<file path="config.mk">
export PLATFORM = sky130hd
export DESIGN_NAME = fetch_decode_latch_flat
export DESIGN_NICKNAME = d
export VERILOG_FILES = /design/src/rtl/fetch_decode_if.sv /design/src/rtl/fetch_decode_latch.sv /design/src/flat_wrapper.sv
export SDC_FILE = /design/constraint.sdc
export NUM_CORES = 1
export LEC_CHECK = 0
export BUFFER_PORTS_ARGS = -buffer_cell sky130_fd_sc_hd__buf_2
export CAP_MARGIN = 20
export CELL_PAD_IN_SITES_DETAIL_PLACEMENT = 1
export CELL_PAD_IN_SITES_GLOBAL_PLACEMENT = 1
export CORE_MARGIN = 1
export CORE_UTILIZATION = 37
export CTS_CLUSTER_SIZE = 12
export DETAILED_ROUTE_END_ITERATION = 6
export GPL_TIMING_DRIVEN = 0
export PLACE_DENSITY_LB_ADDON = 0.1
export SLEW_MARGIN = 10
export SYNTH_ARGS = -nofsm -noshare
export SYNTH_HDL_FRONTEND = slang
export SYNTH_SLANG_ARGS = --single-unit
</file>
<file path="constraint.sdc">
create_clock -name clock -period 2.8 [get_ports clock]
set_clock_uncertainty 0.15 [all_clocks]
set_input_delay 0.14 -clock clock [delete_from_list [all_inputs] [get_ports clock]]
set_output_delay 0.14 -clock clock [all_outputs]
set_load 0.005 [all_outputs]
</file>
<file path="src/rtl/fetch_decode_if.sv">
// fetch_decode_if
//   Bundles the fetch-side inputs and decode-side outputs of the IF/ID latch.
//   Signals:
//     enable, stall, flush            control from debug unit / hazard unit
//     instruction_address, instruction fetch stage word address and data
//     id_instruction, id_npc, id_valid decode stage payload
//     halted, pc_freeze               sticky halt status for the debug unit
//     cycle_count, instr_count        debug counters
//   Handshake: there is no ready. The latch presents a new id_* payload on
//   every rising edge. id_valid qualifies id_instruction/id_npc as a real
//   fetched instruction. stall is the only backpressure, and it holds the
//   payload in place.
//   Modports: master = fetch/debug side (test driver); slave = the latch.
interface fetch_decode_if #(
  parameter int CNT_WIDTH = 32
);
  logic                 enable;
  logic                 stall;
  logic                 flush;
  logic [31:0]          instruction_address;
  logic [31:0]          instruction;
  logic [31:0]          id_instruction;
  logic [31:0]          id_npc;
  logic                 id_valid;
  logic                 halted;
  logic                 pc_freeze;
  logic [CNT_WIDTH-1:0] cycle_count;
  logic [CNT_WIDTH-1:0] instr_count;

  modport master (
    output enable, stall, flush, instruction_address, instruction,
    input  id_instruction, id_npc, id_valid, halted, pc_freeze,
           cycle_count, instr_count
  );

  modport slave (
    input  enable, stall, flush, instruction_address, instruction,
    output id_instruction, id_npc, id_valid, halted, pc_freeze,
           cycle_count, instr_count
  );
endinterface

</file>
<file path="src/rtl/fetch_decode_latch.sv">
// fetch_decode_latch
//   IF/ID pipeline register. It captures the fetched word and its word-address
//   successor, and it handles stall hold, flush bubbles, the debug enable gate
//   and HALT detection. It also keeps cycle and instruction counters.
//   Ports:
//     clock  rising-edge clock
//     reset  synchronous, active-high
//     bus    fetch_decode_if.slave (see the interface for the signal list)
//   Update priority on each edge: reset > enable=0 > halted > flush > stall > load.
//   Every output is a register. pc_freeze is a copy of the halted register.
module fetch_decode_latch #(
  parameter logic [31:0] HALT_WORD = 32'hFFFF_FFFF,
  parameter logic [31:0] NOP_WORD  = 32'h0000_0000,
  parameter int          CNT_WIDTH = 32
) (
  input  logic                 clock,
  input  logic                 reset,
  fetch_decode_if.slave        bus
);

  logic [31:0]          id_instruction;
  logic [31:0]          id_npc;
  logic                 id_valid;
  logic                 halted;
  logic [CNT_WIDTH-1:0] cycle_count;
  logic [CNT_WIDTH-1:0] instr_count;

  always_ff @(posedge clock) begin
    if (reset) begin
      id_instruction <= NOP_WORD;
      id_npc         <= '0;
      id_valid       <= 1'b0;
      halted         <= 1'b0;
      cycle_count    <= '0;
      instr_count    <= '0;
    end else if (!bus.enable) begin
      // Debug freeze: every register, including the counters, holds.
    end else if (halted) begin
      // After a halt, emit bubbles. id_npc keeps the successor of the HALT word.
      id_instruction <= NOP_WORD;
      id_valid       <= 1'b0;
    end else begin
      // This also counts the edge that latches HALT, because halted was still 0.
      cycle_count <= cycle_count + 1'b1;
      if (bus.flush) begin
        // A flush squashes whatever is being fetched, including a HALT word.
        id_instruction <= NOP_WORD;
        id_npc         <= '0;
        id_valid       <= 1'b0;
      end else if (!bus.stall) begin
        id_instruction <= bus.instruction;
        id_npc         <= bus.instruction_address + 32'd1;
        id_valid       <= 1'b1;
        instr_count    <= instr_count + 1'b1;
        if (bus.instruction == HALT_WORD) begin
          halted <= 1'b1;
        end
      end
    end
  end

  assign bus.id_instruction = id_instruction;
  assign bus.id_npc         = id_npc;
  assign bus.id_valid       = id_valid;
  assign bus.halted         = halted;
  assign bus.pc_freeze      = halted;
  assign bus.cycle_count    = cycle_count;
  assign bus.instr_count    = instr_count;

endmodule

</file>
<file path="src/flat_wrapper.sv">
// flat-port wrapper written by rule: the top's interface ports become plain ports
module fetch_decode_latch_flat 
#(
  parameter logic [31:0] HALT_WORD = 32'hFFFF_FFFF,
  parameter logic [31:0] NOP_WORD  = 32'h0000_0000,
  parameter int          CNT_WIDTH = 32
)
  (clock, reset, bus_enable, bus_stall, bus_flush, bus_instruction_address, bus_instruction, bus_id_instruction, bus_id_npc, bus_id_valid, bus_halted, bus_pc_freeze, bus_cycle_count, bus_instr_count);
  fetch_decode_if #(.CNT_WIDTH(CNT_WIDTH)) bus_i ();
  input  logic clock;
  input  logic reset;
  input wire logic [$bits(bus_i.enable)-1:0] bus_enable;
  input wire logic [$bits(bus_i.stall)-1:0] bus_stall;
  input wire logic [$bits(bus_i.flush)-1:0] bus_flush;
  input wire logic [$bits(bus_i.instruction_address)-1:0] bus_instruction_address;
  input wire logic [$bits(bus_i.instruction)-1:0] bus_instruction;
  output wire logic [$bits(bus_i.id_instruction)-1:0] bus_id_instruction;
  output wire logic [$bits(bus_i.id_npc)-1:0] bus_id_npc;
  output wire logic [$bits(bus_i.id_valid)-1:0] bus_id_valid;
  output wire logic [$bits(bus_i.halted)-1:0] bus_halted;
  output wire logic [$bits(bus_i.pc_freeze)-1:0] bus_pc_freeze;
  output wire logic [$bits(bus_i.cycle_count)-1:0] bus_cycle_count;
  output wire logic [$bits(bus_i.instr_count)-1:0] bus_instr_count;
  assign bus_i.enable = bus_enable;
  assign bus_i.stall = bus_stall;
  assign bus_i.flush = bus_flush;
  assign bus_i.instruction_address = bus_instruction_address;
  assign bus_i.instruction = bus_instruction;
  assign bus_id_instruction = bus_i.id_instruction;
  assign bus_id_npc = bus_i.id_npc;
  assign bus_id_valid = bus_i.id_valid;
  assign bus_halted = bus_i.halted;
  assign bus_pc_freeze = bus_i.pc_freeze;
  assign bus_cycle_count = bus_i.cycle_count;
  assign bus_instr_count = bus_i.instr_count;
  fetch_decode_latch #(.HALT_WORD(HALT_WORD), .NOP_WORD(NOP_WORD), .CNT_WIDTH(CNT_WIDTH)) u_core (.clock(clock), .reset(reset), .bus(bus_i));
endmodule
</file>
==> summary by stage, run 1 <==
Outcome
The run finished with clean final reports.

Floorplanning
The initial utilization of the core area, before any placement, comes to 38.2%. 200 I/O pins were placed. The die extent in x is 131 µm.

The floorplan row count is 46. The die area is 0.0171 mm². In this run the vertical extent of the chip is 131 µm. In this run the standard cell core region covers 0.0161 mm².

Worst setup path
In this run the worst path has a maximum fanout of 9. The critical path buffer and inverter count is 1. The endpoint of the lowest-slack register-to-register path is u_core.bus.instr_count[19]$_SDFFE_PP0P_.

For the worst setup path, the data arrival time is 2860 ps. The slowest library cell on the worst path is sky130_fd_sc_hd__or4b_2. In this run the critical register-to-register path is launched from u_core.bus.halted$_SDFFE_PP0P_. Walking the worst path, the cells encountered are or4b_1, buf_2, nor4_1, or4b_2, a21oi_1. The worst setup path is captured at a register. The reg-to-reg setup timing slack is 140 ps. STA classifies the critical path startpoint as a register. The type of the worst setup path is register to register. The cell family contributing the most delay on the critical path is simple AND/OR/NAND/NOR gates. The worst path required time is 3000 ps. The largest single stage delay on the critical path is 640 ps. The length in cells of the worst reg-to-reg path is 5.

Routing
The via total after detailed routing is 7,006. The number of nets with antenna violations after detailed routing is 0. The initial detailed-routing violation count is 316. The number of vias per cell after detailed routing is 5.66. The pre-antenna-repair detailed-routing pass consisted of 5 iterations. The total wire length after detailed routing is 23.5 mm. The average wire per standard cell is 19.0 µm. For this run, design rule violations remaining after detail routing come to 0.

Synth
By area the synthesized netlist is led by sky130_fd_sc_hd__dfxtp_1 (42%), sky130_fd_sc_hd__nand4_1 (4.7%), sky130_fd_sc_hd__nor2_1 (4.5%). In this run, distinct cell masters in the synthesized netlist total 46. The mean instance size in the synthesized netlist is 8.38 µm². The synthesized netlist cell count is 732.

The dominant cell type by area after synthesis is sky130_fd_sc_hd__dfxtp_1. Synthesis produced a netlist with a net count of 804. In this run, synthesis inferred 0 flip-flops with an integrated enable.

Of the synthesized area, sequential elements account for 42.4%. The total standard cell area after synthesis is 0.00613 mm². The area share of the leading cell type in the synthesized netlist is 42.4%.

The count of state elements after synthesis is 130. For this run, asynchronously set or reset flops after synthesis account for 0%. Among all flip-flop cells after synthesis, the most frequent one is sky130_fd_sc_hd__dfxtp_1. For this run, the number of Yosys warnings is 0.

Power
Summing internal, switching and leakage power gives 4.64 mW. The leakage power of the design is 3.47 nW. The peak ir drop on the vdd network is 0.413 mV. The power density over the cells is 538 mW/mm².

GRT
The met3 usage is 7.37%. In the global route stage, overall resource usage came out at 27.7%. The global routing stage identified its most utilized layer as met2. The fraction of met2 tracks used by global routing is 48.2%. The pin count of the biggest net entering global routing is 17. For met1 alone, demand over resource in global routing was 32.5%. The first-pass GRT wire length is 36.6 mm. The overall overflow remaining after global route is 0. The initial antenna violation count is 1. The number of global-route vias before repair is 7,201.

Place
The routability congestion estimate from global placement is 0.798. The wire-length estimate of the detail-placed layout is 16.4 mm. The count of buffers added on input and output ports is 198.

Clock tree
In this run, CTS created clock tree buffers numbering 17. CTS saw 130 sinks. The maximum level of the CTS H-tree is 4. The insertion delay of the later-clocked pin in the worst-skew pair is 420 ps. Clock-pin slew was measured on the worst setup and hold paths at 60 ps. The maximum count of clock buffers along a single path is 2. The number of buffers added for setup after CTS is 0. TritonCTS built the clock tree. The root buffer cell is sky130_fd_sc_hd__clkbuf_16.

Layout
For this run, the post-layout net count is 1,079. Compared with the post-synthesis result, the final layout area differs by 40.5%. In the layout the commonest cells are sky130_fd_sc_hd__buf_2 (199), sky130_fd_sc_hd__dfxtp_1 (129), sky130_fd_sc_hd__nor2_1 (73). The post-route netlist has 24.8% of its cells at a drive strength greater than 1. The most common library cell in the layout ignoring fill and taps is sky130_fd_sc_hd__buf_2.

STA
The worst path uses 95.1% of the clock period. The number of max-slew violations in the final report came to 0. At the pin with the least slew margin, the transition time is 737 ps. The worst-case headroom to the max-slew limit is 50.7%. The clock period minus final worst setup slack is 2660 ps.

Hold timing on the final database bottoms out at a slack of 25.4 ps. The number of setup violations in the final report is 0. The number of hold violations in the final report came to 0. Setup repair after global routing left no endpoint under its margin.

Timing would allow up to 376 MHz.

Run
Across the run, the number of max-cap violations was 0.

Worst hold path
The launch point of the worst hold path is bus_flush. For hold timing, the worst endpoint is u_core.bus.halted$_SDFFE_PP0P_. The count of cells along the worst hold path is 4.

In this run the worst hold path is classified as input port to register.
## worst register-to-register path, delay by kind of cell (launching register included)
kind | cells | cell delay (ps)
compound gates | 1 | 160
simple gates | 3 | 1700
flops | 1 | 390
buf+inv | 1 | 200
## what timing repair did
action,CTS,global route
resized for setup,1,2
hold buffers,59,0
endpoints found under the hold margin,58,0
setup endpoints to repair,28,11
pin swaps,0,1
## how the worst max path moves through the flow
stage	cells after the start	from	slack, ps	endpoint
global placement	4	u_core.bus.halted$_SDFFE_PP0P_	-250	u_core.bus.instr_count[30]$_SDFFE_PP0P_
CTS	6	u_core.bus.halted$_SDFFE_PP0P_	30	u_core.bus.instr_count[20]$_SDFFE_PP0P_
floorplan	6	u_core.bus.halted$_SDFFE_PP0P_	390	u_core.bus.instr_count[24]$_SDFFE_PP0P_
finish	5	u_core.bus.halted$_SDFFE_PP0P_	140	u_core.bus.instr_count[19]$_SDFFE_PP0P_
global route	5	u_core.bus.cycle_count[11]$_SDFFE_PP0P_	6	u_core.bus.cycle_count[31]$_SDFFE_PP0P_
detailed placement	4	u_core.bus.halted$_SDFFE_PP0P_	-290	u_core.bus.instr_count[28]$_SDFFE_PP0P_
## report_power, final
group / total, mW / switching (mW) / internal (mW) / leakage, nW
Combinational: 0.371 / 0.207 / 0.164 / 2.11
Sequential: 1.91 / 0.0239 / 1.88 / 1.05
Clock: 2.36 / 0.874 / 1.49 / 0.304
Total: 4.64 / 1.11 / 3.53 / 3.46
## synth_stat cells, types with 15 or more instances
master	count
sky130_fd_sc_hd__a22oi_1	36
sky130_fd_sc_hd__nand4_1	46
sky130_fd_sc_hd__xor2_1	19
sky130_fd_sc_hd__or3_1	20
sky130_fd_sc_hd__clkbuf_1	42
sky130_fd_sc_hd__nor2_1	73
sky130_fd_sc_hd__nand3_1	45
sky130_fd_sc_hd__dfxtp_1	130
sky130_fd_sc_hd__o211ai_1	15
sky130_fd_sc_hd__o31ai_1	16
sky130_fd_sc_hd__o21ai_0	27
sky130_fd_sc_hd__a21oi_1	44
sky130_fd_sc_hd__or4_1	31
sky130_fd_sc_hd__and4_1	15
sky130_fd_sc_hd__nand2_1	53
## through the flow
stage | util, % | cell area, µm² | cells | worst slack, ps | TNS, ps
after global placement | 46.0 | 7390 | 1146 | -248 | -1340
after detailed placement | 46.0 | 7390 | 1146 | -286 | -1880
final | 53.7 | 8620 | 1237 | 137 | 0
after floorplan | - | 6130 | 732 | 391 | 0
after global routing | 53.7 | 8620 | 1237 | 5.81 | 0
after CTS | 53.6 | 8610 | 1237 | 25.3 | 0
## routing by layer
layer	part of all wire [%]	routed length (µm)
met1	42	9940
met2	50	11700
met3	5.6	1330
met4	2.2	514
met5	0	0
## cell type report
class                   instances  area, µm²
fillers                      1991       7440
multi-input cells             539       3300
flip-flops and latches        130       2600
repair buffers                257       1580
clock buffers                  18        429
well taps                     216        270
plain buffers                  49        190
clock inverters                14        188
inverters                      13       48.8
diodes                          1       2.50
## cell families after synthesis
| group | after synthesis | synth area share (%) |
|---|---|---|
| DFF | 130 | 42.4 |
| buffers and inverters | 63 | 3.96 |
| adders and majority gates | 3 | 0.612 |
| xor gates and xnor gates | 26 | 3.71 |
| muxes | 10 | 1.84 |
| and+or+nand+nor | 344 | 31.0 |
| AOI/OAI and AO/OA | 156 | 16.5 |
## sequential cells by signal, summed over array words and instances, names as in the netlist
signal                     count
u_core.bus.id_instruction     32
u_core.bus.id_valid            1
u_core.bus.cycle_count        32
u_core.bus.id_npc             32
u_core.bus.instr_count        32
u_core.bus.halted              1
No activity file was read; power rests on OpenSTA's default activity.
==> inputs of run 2 (changes only) <==
CELL_PAD_IN_SITES_DETAIL_PLACEMENT = default   (was 1)
CELL_PAD_IN_SITES_GLOBAL_PLACEMENT = default   (was 1)
CORE_UTILIZATION = 51   (was 37)
PLACE_DENSITY = 0.8   (was default)
PLACE_DENSITY_LB_ADDON = default   (was 0.1)
==> run 2 against run 1 <==
Compared with the run above:
- the flow now finishes with violations (DRC)
- count of clock-buffer cells in the layout rose by 1
- sequential power is essentially flat
- via count barely moved
- power decreased by 2.1%
- first-iteration DRC count increased by 95%
- hold slack got worse by 9.3 ps
- design area decreased by 0.80%
- register-to-register slack gained 40 ps
- die area decreased by 27%
- critical path depth is 1 higher
- worst setup slack gained 41 ps
- fmax rose by 1.6%
==> summary by stage, run 2 (synthesis gave the netlist of run 1 again) <==
Worst setup path
The worst path required time was 2990 ps (about the same). The critical path data arrival time is 2820 ps (-40 ps). The type of the worst setup path is register to register.

The maximum cell stage delay along the critical path was 540 ps (-100 ps). Traced cell by cell, the critical path runs through or4b_1, buf_2, or4_1, clkbuf_2, or4_1, a21oi_1. The length in cells of the worst reg-to-reg path came to 6 (+1). STA classifies the critical path startpoint as a register. The sort of element at the end of the critical path is a register. The slowest library cell on the worst path is sky130_fd_sc_hd__or4b_1. The most numerous cell type found on the critical path is sky130_fd_sc_hd__or4_1. The largest fanout of any net on the critical path is 9 (unchanged).

STA
The transition time of the tightest slew-check pin is 677 ps (-59.8 ps). The number of hold violations in the final report came to 0 (unchanged). The worst-case headroom to the max-slew limit is 54.9% (+4.2 points). The clock period minus final worst setup slack is 2620 ps (-41.4 ps). The post-route fraction of the period consumed by the critical path is 93.6% (-1.5 points). The number of setup violations in the final report is 0 (unchanged). Setup repair after global routing left no endpoint under its margin. The number of max-slew violations in the final report was 0 (unchanged). The achievable clock frequency is 381 MHz (+1.6%). The final setup TNS came to 0 ps (unchanged).

Layout
The number of filler instances in the final layout is 852 (-57%). The ratio of cells with drive above 1 in the final layout is 25.0% (+0.15 points). The final layout net count is 1,085 (+0.56%).

The library cell used most frequently in the layout, excluding fill and tap cells, is sky130_fd_sc_hd__buf_2. The area taken by flip-flops and latches was 0.00260 mm² (unchanged). The area growth from synthesis to layout is 39.4%. In the layout the commonest cells are sky130_fd_sc_hd__buf_2 (199), sky130_fd_sc_hd__dfxtp_1 (129), sky130_fd_sc_hd__nor2_1 (73). The antenna diode count is 0 (-1). The multi-input combinational cell area came to 0.00330 mm² (-0.19%).

Routing
The average wire per standard cell is 16.9 µm (-11%). The number of nets with antenna violations after detailed routing is 0 (unchanged). The total wire length after detailed routing is 19.8 mm (-16%). The number of remaining DRC errors is 14 (+14).

The number of vias per cell after detailed routing came to 5.99 (+5.8%). The length of the first detailed-routing pass in iterations is 7 (+2). The initial detailed-routing violation count was 615 (+95%).

The via total after detailed routing is 7,007 (+0.014%).

Power
The total power is 4.54 mW (-2.1%). The peak ir drop on the vdd network is 0.362 mV (-12%). The leakage power of the design is 3.48 nW (+0.30%). The power density over the cells is 531 mW/mm² (-1.3%).

Floorplanning
The starting utilization of the core area was 53.0% (+15 points). The die area was 0.0125 mm² (-27%). The die extent in x came to 112 µm (-15%). The floorplan row count is 39 (-15%). The core region area came to 0.0116 mm² (-28%). The number of top-level pins came to 200 (unchanged). The y dimension of the die came to 112 µm (-15%).

Run
The number of max-cap violations is 0 (unchanged).

Clock tree
The total number of clock tree sinks is 130 (unchanged). The maximum count of clock buffers along a single path came to 2 (unchanged). The total clock buffers created by CTS is 17 (unchanged). The insertion delay of the later-clocked pin in the worst-skew pair came to 430 ps (about the same). The maximum level of the CTS H-tree was 4 (unchanged). The clock tree from TritonCTS is done.

Clock tree synthesis selected as its root buffer the cell sky130_fd_sc_hd__clkbuf_16. The clock transition time at the flip-flop clock pins of the worst setup and hold paths is 60 ps (about the same).

Place
The half-perimeter wire length after detailed placement is 13.3 mm (-19%). The routability congestion estimate from global placement is 0.901 (+13%). The number of buffers added on ports is 198 (unchanged).

GRT
The overall overflow remaining after global route came to 0 (unchanged). The initial antenna violation count is 0 (-1). The pin count of the biggest net entering global routing is 17 (unchanged).

The first-pass GRT wire length is 31.4 mm (-14%). The number of global-route vias before repair is 6,351 (-12%). The overall track demand over capacity in global routing is 31.7% (+4.0 points).

Worst hold path
The count of cells along the worst hold path is 4 (unchanged). The path class of the lowest-slack min-delay path is input port to register.

Outcome
The final reports fail on DRC. The run finished, with violations left.
## run 2: worst max-delay path, delay by kind of cell, from the launching register on
| kind | cells | cell delay (ps) |
|---|---|---|
| AOI/OAI and AO/OA | 1 | 160 |
| buffers and inverters | 2 | 370 |
| DFF | 1 | 400 |
| and+or+nand+nor | 3 | 1460 |
## run 2: worst paths after layout
path | from | to | slack [ps]
worst max register to register | u_core.bus.halted$_SDFFE_PP0P_ | u_core.bus.instr_count[22]$_SDFFE_PP0P_ | 180
worst min-delay path | bus_instruction_address[3] | u_core.bus.id_npc[3]$_SDFFE_PP0P_ | 20
worst max-delay path | u_core.bus.halted$_SDFFE_PP0P_ | u_core.bus.instr_count[22]$_SDFFE_PP0P_ | 180
worst min register to register | u_core.bus.id_npc[11]$_SDFFE_PP0P_ | u_core.bus.id_npc[11]$_SDFFE_PP0P_ | 300
## run 2: metrics by stage
stage          cells  hold WS [ps]  util (%)  setup WS [ps]  area, µm²
2_1_floorplan    732           140         -            391       6130
3_3_place_gp    1073           255      63.1           -264       7300
3_5_place_dp    1073           268      63.1           -309       7300
4_1_cts         1165          2.11      73.6           76.3       8520
5_1_grt         1169          41.9      73.9           7.20       8550
6_report        1169          16.1      73.9            179       8550
## run 2: routing by layer
layer  global-route usage, %  part of all wire [%]
met5                       0                     0
met4                    15.0                   2.6
met3                    7.68                   7.7
met2                    52.5                    48
met1                    38.5                    42
## run 2: cell type report
type                            instances  share of cell area, %
Clock inverter                         13                   1.89
Sequential cell                       130                   30.5
Timing Repair Buffer                  262                   19.0
Tap cell                              143                   2.09
Multi-Input combinational cell        539                   38.6
Clock buffer                           19                   5.18
Inverter                               13                  0.571
Buffer                                 50                   2.27
## run 2: repair_timing
action	CTS	global route
hold endpoints to repair	57	0
resized for setup	1	1
buffers inserted	0	4
hold buffers	60	0
endpoints found under the setup margin	40	12
pin swaps	0	1
## run 2: where the power goes
part	total, mW	leakage [nW]	switching, mW	internal, mW
sequential	1.90	1.05	0.0224	1.88
combinational	0.366	2.14	0.199	0.167
clock	2.27	0.285	0.848	1.42
==> inputs of run 3 (changes only) <==
CAP_MARGIN = 5   (was 20)
CELL_PAD_IN_SITES_DETAIL_PLACEMENT = 1   (was default)
CELL_PAD_IN_SITES_GLOBAL_PLACEMENT = 2   (was default)
CORE_UTILIZATION = 29   (was 51)
PLACE_DENSITY = default   (was 0.8)
PLACE_DENSITY_LB_ADDON = 0.1   (was default)
==> run 3 against run 2 <==
Compared with the run above:
- the flow now finishes without violations
- non-clock buffer count fell by 2
- cell count rose by 11%
- sequential share of layout area fell by 0.67 points
- sequential power barely moved
- largest power group unchanged
==> summary by stage, run 3 (synthesis gave the netlist of run 1 again) <==
STA
The post-layout worst setup margin is 111 ps (-67.3 ps). The number of setup violations in the final report is 0 (unchanged). The clock period minus final worst setup slack came to 2690 ps (+67.3 ps). The number of hold violations in the final report was 0 (unchanged). The final setup TNS is 0 ps (unchanged). The post-route fraction of the period consumed by the critical path is 96.0% (+2.4 points). The worst-case headroom to the max-slew limit is 50.3% (-4.6 points).

The transition time of the tightest slew-check pin is 746 ps (+68.4 ps). Setup repair after global routing left no endpoint under its margin. The achievable clock frequency is 372 MHz (-2.5%).

The number of max-slew violations in the final report came to 0 (unchanged).

Place
The worst slack after detailed placement is -370 ps (-60.8 ps). The count of placed standard cells including taps was 1,200 (+12%). The half-perimeter wire length after detailed placement is 17.0 mm (+28%). The number of buffers added on ports is 198 (unchanged).

The routability congestion estimate from global placement is 0.792 (-12%). The cell area after placement is 0.00746 mm² (+2.2%).

Worst setup path
The source of the worst register-to-register timing path is u_core.bus.cycle_count[11]$_SDFFE_PP0P_. The worst setup path is captured at a register. The maximum cell stage delay along the critical path is 670 ps (+130 ps). The largest individual stage delay along the critical path comes from the cell sky130_fd_sc_hd__or4_1. The worst setup path is launched from a register.

The critical path depth in cells is 5 (-1). The worst setup path is of the register to register kind. The reg-to-reg setup timing slack was 110 ps (-70 ps).

The critical path data arrival time was 2850 ps (+30 ps). The signal on the critical path passes through nand4_1, or4_1, clkbuf_1, nor4_1, mux2_2. The capture point of the worst path is u_core.bus.cycle_count[29]$_SDFFE_PP0P_. The largest fanout of any net on the critical path is 10 (+1). The kind of cell with the highest combined delay on the critical path is simple AND/OR/NAND/NOR gates. The endpoint identified for the worst register-to-register timing path is u_core.bus.cycle_count[29]$_SDFFE_PP0P_. The source of the critical timing path is u_core.bus.cycle_count[11]$_SDFFE_PP0P_. The worst path required time came to 2960 ps (-30 ps). The length in cells of the worst reg-to-reg path is 5 (-1). The critical path buffer and inverter count is 1 (-1).

Routing
The total wire length after detailed routing is 23.4 mm (+18%). The average wire per standard cell came to 18.1 µm (+6.9%). The number of nets with antenna violations after detailed routing is 0 (unchanged).

The via total after detailed routing was 6,940 (-0.96%). The number of vias per cell after detailed routing is 5.36 (-11%). The number of remaining DRC errors is 0 (-14).

The length of the first detailed-routing pass in iterations is 4 (-3). The initial detailed-routing violation count came to 280 (-54%).

Floorplanning
The floorplan row count was 52 (+33%). The die extent in x is 147 µm (+32%). The starting utilization of the core area is 29.9% (-23 points).

The number of top-level pins is 200 (unchanged). The core region area is 0.0205 mm² (+77%). The y dimension of the die came to 147 µm (+32%). The die area is 0.0217 mm² (+74%).

Worst hold path
The worst hold path belongs to the class input port to register.

Layout
The ratio of cells with drive above 1 in the final layout was 25.1% (+0.15 points). The antenna diode count is 0 (unchanged). The count of non-filler cells in the finished layout is 1,294 (+11%). The post-route core utilization is 42.6% (-31 points). The library cell used most frequently in the layout, excluding fill and tap cells, is sky130_fd_sc_hd__buf_2.

The final layout net count is 1,083 (-0.18%). The top cell types in the final layout, fill and taps aside, are sky130_fd_sc_hd__buf_2 (199), sky130_fd_sc_hd__dfxtp_1 (129), sky130_fd_sc_hd__nor2_1 (73). The summed area of non-filler cells in the final layout is 0.00874 mm² (+2.3%). The signed area change from the synthesized netlist to the final layout is 42.5%.

Power
The total net switching power is 1.18 mW (+10%). The peak ir drop on the vdd network was 0.414 mV (+14%). The cell-internal power is 3.57 mW (+2.8%). The power share of the sequential group was 40.2% (-1.8 points). The fraction of power consumed by combinational cells is 7.8% (-0.3 points). The power density over the cells came to 543 mW/mm² (+2.2%).

The relative contribution of the clock network to total power is 52.1% (+2.1 points). The fraction of power spent switching nets is 24.8% (+1.2 points). The leakage power of the design came to 3.50 nW (+0.59%).

GRT
The overall overflow remaining after global route is 0 (unchanged). The first-pass GRT wire length was 38.0 mm (+21%). The initial antenna violation count is 1 (+1). The number of global-route vias before repair is 7,281 (+15%). The overall track demand over capacity in global routing is 22.0% (-9.7 points). The pin count of the biggest net entering global routing is 17 (unchanged).

Outcome
The run finished with clean final reports.

Clock tree
The root buffer cell is sky130_fd_sc_hd__clkbuf_16. The clock tree from TritonCTS is done. The maximum level of the CTS H-tree was 4 (unchanged). The maximum count of clock buffers along a single path came to 2 (unchanged). The insertion delay of the later-clocked pin in the worst-skew pair was 420 ps (about the same). The total number of clock tree sinks is 130 (unchanged). The clock transition time at the flip-flop clock pins of the worst setup and hold paths is 60 ps (about the same).

The total clock buffers created by CTS is 17 (unchanged).

Run
The number of max-cap violations is 0 (unchanged).
-- run 3: changes by cell type in the layout (fill, tap and decap cells not counted), moves of 2 or more --
cell,previous run,this run
sky130_fd_sc_hd__inv_6,0,6
sky130_fd_sc_hd__clkinvlp_4,4,1
sky130_fd_sc_hd__clkinv_2,3,0
sky130_fd_sc_hd__clkbuf_1,43,41
-- run 3: how the worst min path moves through the flow --
stage | from | to | slack (ps) | cells after the start
floorplan | bus_instruction_address[26] | u_core.bus.id_npc[26]$_SDFFE_PP0P_ | 140 | 2
global placement | bus_instruction[7] | u_core.bus.id_instruction[7]$_SDFFE_PP0P_ | 260 | 3
detailed placement | bus_instruction[15] | u_core.bus.id_instruction[15]$_SDFFE_PP0P_ | 270 | 3
CTS | bus_instruction_address[6] | u_core.bus.id_npc[7]$_SDFFE_PP0P_ | 5 | 4
global route | bus_instruction_address[6] | u_core.bus.id_npc[7]$_SDFFE_PP0P_ | 50 | 4
finish | bus_instruction_address[8] | u_core.bus.id_npc[8]$_SDFFE_PP0P_ | 10 | 4
-- run 3: worst min-delay path, cell delays in order --
cell and delay (ps):
sky130_fd_sc_hd__buf_2 120, sky130_fd_sc_hd__nor3_1 60, sky130_fd_sc_hd__o21ai_0 140, sky130_fd_sc_hd__a21oi_1 70
-- run 3: power groups by stage --
stage	registers, mW	clock network (mW)	logic [mW]
after global placement	1.94	0	0.288
after CTS	1.91	2.52	0.365
after global routing	1.91	2.60	0.407
final	1.91	2.47	0.368
after floorplan	1.94	0	0.126
after detailed placement	1.95	0	0.297
-- run 3: cell type report --
class                      instances  area (µm²)
fill                            2534       11800
tap                              270         338
buffer                            49         190
inverter                          13        48.8
clock inverter                    15         218
timing repair buffer             261        1610
sequential                       130        2600
clock buffer                      17         425
multi-input combinational        539        3300
-- run 3: metal layers --
layer  share of wire, %  global-route usage, %
met5                  0                      0
met4                2.2                   7.94
met3                4.7                   4.38
met2                 48                   37.2
met1                 45                   27.7
-- run 3: stage by stage --
step	hold WS, ps	total power, mW
CTS	5.42	4.79
global placement	258	2.23
floorplan	140	2.07
detailed placement	270	2.24
finish	13.9	4.74
global route	55.0	4.92
-- run 3: repair_timing --
action | in CTS | in global routing
hold buffers | 60 | 0
buffers inserted | 0 | 3
gates resized for setup | 1 | 2
endpoints found under the setup margin | 44 | 11
pin swaps | 1 | 1
hold endpoints to repair | 58 | 0
